--- src/rtl/casr_pkg.sv ---
// Shared CASR definitions: 32-cell rule-90 automaton with a rule-150 cell at bit 21.
// Used by both the pattern generator and the stream checker.
package casr_pkg;

   localparam int          CASR_W       = 32;
   localparam logic [31:0] RULE150_MASK = 32'h0020_0000;

   typedef enum logic [1:0] {
      HUNT   = 2'd0,
      VERIFY = 2'd1,
      LOCKED = 2'd2
   } chk_state_t;

   // Null boundaries: the shifted-in zeros model s[-1] = s[32] = 0.
   function automatic logic [CASR_W-1:0] casr_next(input logic [CASR_W-1:0] s);
      return {s[CASR_W-2:0], 1'b0} ^ {1'b0, s[CASR_W-1:1]} ^ (s & RULE150_MASK);
   endfunction

   function automatic logic [5:0] popcount32(input logic [31:0] v);
      logic [5:0] n;
      n = '0;
      for (int i = 0; i < 32; i++) begin
         n = n + 6'(v[i]);
      end
      return n;
   endfunction

endpackage

--- src/rtl/casr_step.sv ---
// Combinational CASR next-state function f(s).
module casr_step
   import casr_pkg::*;
(
   input  logic [CASR_W-1:0] s,
   output logic [CASR_W-1:0] f
);

   assign f = casr_next(s);

endmodule

--- config.mk ---
export PLATFORM = sky130hd
export DESIGN_NAME = casr_step
export DESIGN_NICKNAME = d
export VERILOG_FILES = /design/src/rtl/casr_pkg.sv /design/src/rtl/casr_step.sv
export SDC_FILE = /design/constraint.sdc
export NUM_CORES = 1
export LEC_CHECK = 0
export CORE_UTILIZATION = 17
export DETAILED_ROUTE_END_ITERATION = 7
export GPL_TIMING_DRIVEN = 0
export PLACE_DENSITY = 0.8
export SLEW_MARGIN = 20
export SYNTH_ARGS = -nofsm -noshare
export SYNTH_HDL_FRONTEND = slang
export SYNTH_SLANG_ARGS = --single-unit
--- constraint.sdc ---
create_clock -name vclk -period 0.8
set_input_delay 0.16 -clock vclk [all_inputs]
set_output_delay 0.16 -clock vclk [all_outputs]
set_load 0.01 [all_outputs]
=== Word level (Yosys, flattened, before mapping) ===
Index checks and enable logic that the tools add are counted.

* ROM bits: 0
* Memories: 0
* Register bits: 0
* Memory bits (writable): 0
* Output and inout bits: 32
* Bits in latches: 0

* Divide/modulo/power cells: 0
* Shift operators: 0
* $add $sub $neg: 0
* $mul: 0
* Multiplexer cells: 0
* Reductions and logical operators: 0
* Bitwise gates (word level): 2
* Eq/ne operators: 0
* $lt $le $gt $ge: 0

{| class="wikitable"
|+ Operators with widths
! cell !! count
|-
| XOR 32 x 22 -> 32 bit || 1
|-
| XOR 32 x 31 -> 32 bit || 1
|}

=== Logic depth before layout (Yosys ltp) ===
* Depth in word-level cells: 2
* Mapped depth: 1
* Depth with buffers taken out: 1

=== Worst setup path after synthesis ===
No wires, ideal clock.

* Path type: input to output
* From: in s[22]
* To: out f[21]
* Stages: 1
* Path buffers: 0
* Arrival time: 0.583 ns
* Path slack: 0.057 ns
* Path through: xor3_1

* Longest elaborated chain between the ends: 2

{| class="wikitable"
|+ Ends and longest elaborated chain
! what !! RTL line !! source
|-
| from (decl) || casr_step.sv:5 || <nowiki>input logic [CASR_W-1:0] s,</nowiki>
|-
| XOR 32 x 31 -> 32 bit || casr_pkg.sv:16 || <nowiki>return {s[CASR_W-2:0], 1'b0} ^ {1'b0, s[CASR_W-1:1]} ^ (s & RULE150_MASK);</nowiki>
|-
| XOR 32 x 22 -> 32 bit || casr_pkg.sv:16 ||
|-
| to (decl) || casr_step.sv:6 || <nowiki>output logic [CASR_W-1:0] f</nowiki>
|}

No other way between the ends.

=== Worst setup path after layout ===
* From: in s[20]
* To: out f[21]

The elaborated chain is that of the path after synthesis.

==> impl_metrics.ini <==
[run_status]
status = finished with violations
violations = design-rule violations, negative setup slack

[routing]
wl_mm = 1.15
routed_via_density = 4.04
wl_per_cell_um = 10.2
first_pass_iters = 5
drcViolationCount = 10
vias = 456
ant_nets = 0
drtIter0Drc = 11

[logic_synthesis]
synth.distinct_cells = 3
ys_warn_count = 0
syn_area_um2 = 293
synth_area_per_cell_um2 = 9.15
synth_fp_nets = 64
synthCells = 32
synth_seq_area_share = 0

[timing]
rsz0062_at_grt = yes
timing.final.hold_violations = 0
drv_slew = 0
worst_pin_slew_ps = 135
finalCritPeriodShare = 1.16
period_minus_slack_ps = 926
fin_ws_ps = -126
fmax_ghz = 1.08
finalSetupViolCount = 1
worst_slew_margin_rel = 0.910

[critical_path]
cp_max_fo = 2
startpoint_type = input pin
arrival_ps = 770
path_class = in2out
worst_setup_path_end_kind = output port
critPathRequiredTime_ps = 640

[hold_path]
hold_class = in2out

[power]
p_comb_frac = 1.000
netSwitchingPower_uw = 245
p_leak_uw = 0.000413
swShare = 0.491
ir_worst_vdd_uv = 285
pwr-share-seq = 0
p_int_uw = 254
power_density_mw_per_mm2 = 746
p_clk_frac = 0

[cells_and_area]
synthToLayoutAreaGrowth_pct = 128
drive_gt1_frac = 0.680
diodes = 0
clkbuf_count = 0
mostFrequentLayoutCell = buf_2
ff_latch_area_um2 = 0
nFlopsAndLatches = 0
stdcell_count = 113
finish.utilization = 0.429
nFillCells = 188
layout_common_cells = buf_2 (59), xor2_1 (29), buf_4 (3)
nets = 131

[place]
hpwlAfterDp_mm = 1.05
dp_cells = 112
place_congestion = 0.602
io_buffers = 64

[die]
rows = 14
coreArea_mm2 = 0.00156
die_y_um = 43.5
die_width_um = 43.5
io_pins = 64
die_area_mm2 = 0.00189
start_util = 0.188

[global_route]
grt_max_degree = 4
first_global_vias = 420
gr-usage-all-layers = 0.118
antenna_found_initial = 0
grt_overflow = 0
grt_pass1_wl_mm = 1.81

[job]
drv_cap = 0

[cts]
hold_buffers = 0
[metrics by stage]
stage | total power (uW) | TNS (ps) | hold WS (ps) | worst slack (ps) | cell area, um^2
global placement | 723 | -23250 | 1320 | -895 | 953
finish | 498 | -126 | 586 | -126 | 668
detailed placement | 734 | -23690 | 1320 | -932 | 953
CTS | 515 | -134 | 589 | -134 | 698
floorplan | 208 | 0 | 396 | 56.9 | 293
global route | 542 | -153 | 601 | -149 | 668
[critical path, cell delays in order]
cell and delay (ps):
buf_8 70, xor3_1 380, buf_2 150
[area by class of cell]
type                            count  area (um^2)  share of cell area
Tap cell                           16         20.0              0.0300
Timing Repair Buffer               65          355               0.532
Multi-Input combinational cell     30          278               0.416
Buffer                              2         15.0              0.0225
[logic make-up (layout without fill, tap and decap cells)]
group / after synthesis / count (layout) / synth area share
xor gates and xnor gates: 30 / 30 / 0.949
buffers and inverters: 2 / 67 / 0.0513
[Yosys cell counts]
master   n  share of area
xor2_1  29           0.87
buf_4    2          0.051
xor3_1   1          0.081
[power by group through the flow]
stage	logic, uW	registers [uW]	clock network [uW]
after floorplan	208	0	0
after global placement	723	0	0
after detailed placement	734	0	0
after CTS	515	0	0
after global routing	542	0	0
final	498	0	0
[timing repair]
| action | CTS | global route |
|---|---|---|
| gates resized for setup | 251 | 5 |
| buffers inserted | 1 | 0 |
| endpoints found under the setup margin | 32 | 9 |
| pin swaps | 11 | 5 |
[worst paths after layout]
check | start | to | depth (start not counted)
worst min-delay path | s[21] | f[22] | 3
worst max-delay path | s[20] | f[21] | 3
[metal layers]
layer	vias up	GRT usage	part of all wire
li1	225	-	-
met1	190	0.133	0.35
met2	41	0.236	0.52
met3	0	0.0250	0.13
met4	0	0	0
met5	-	0	0
(Power assumes the default switching activity.)
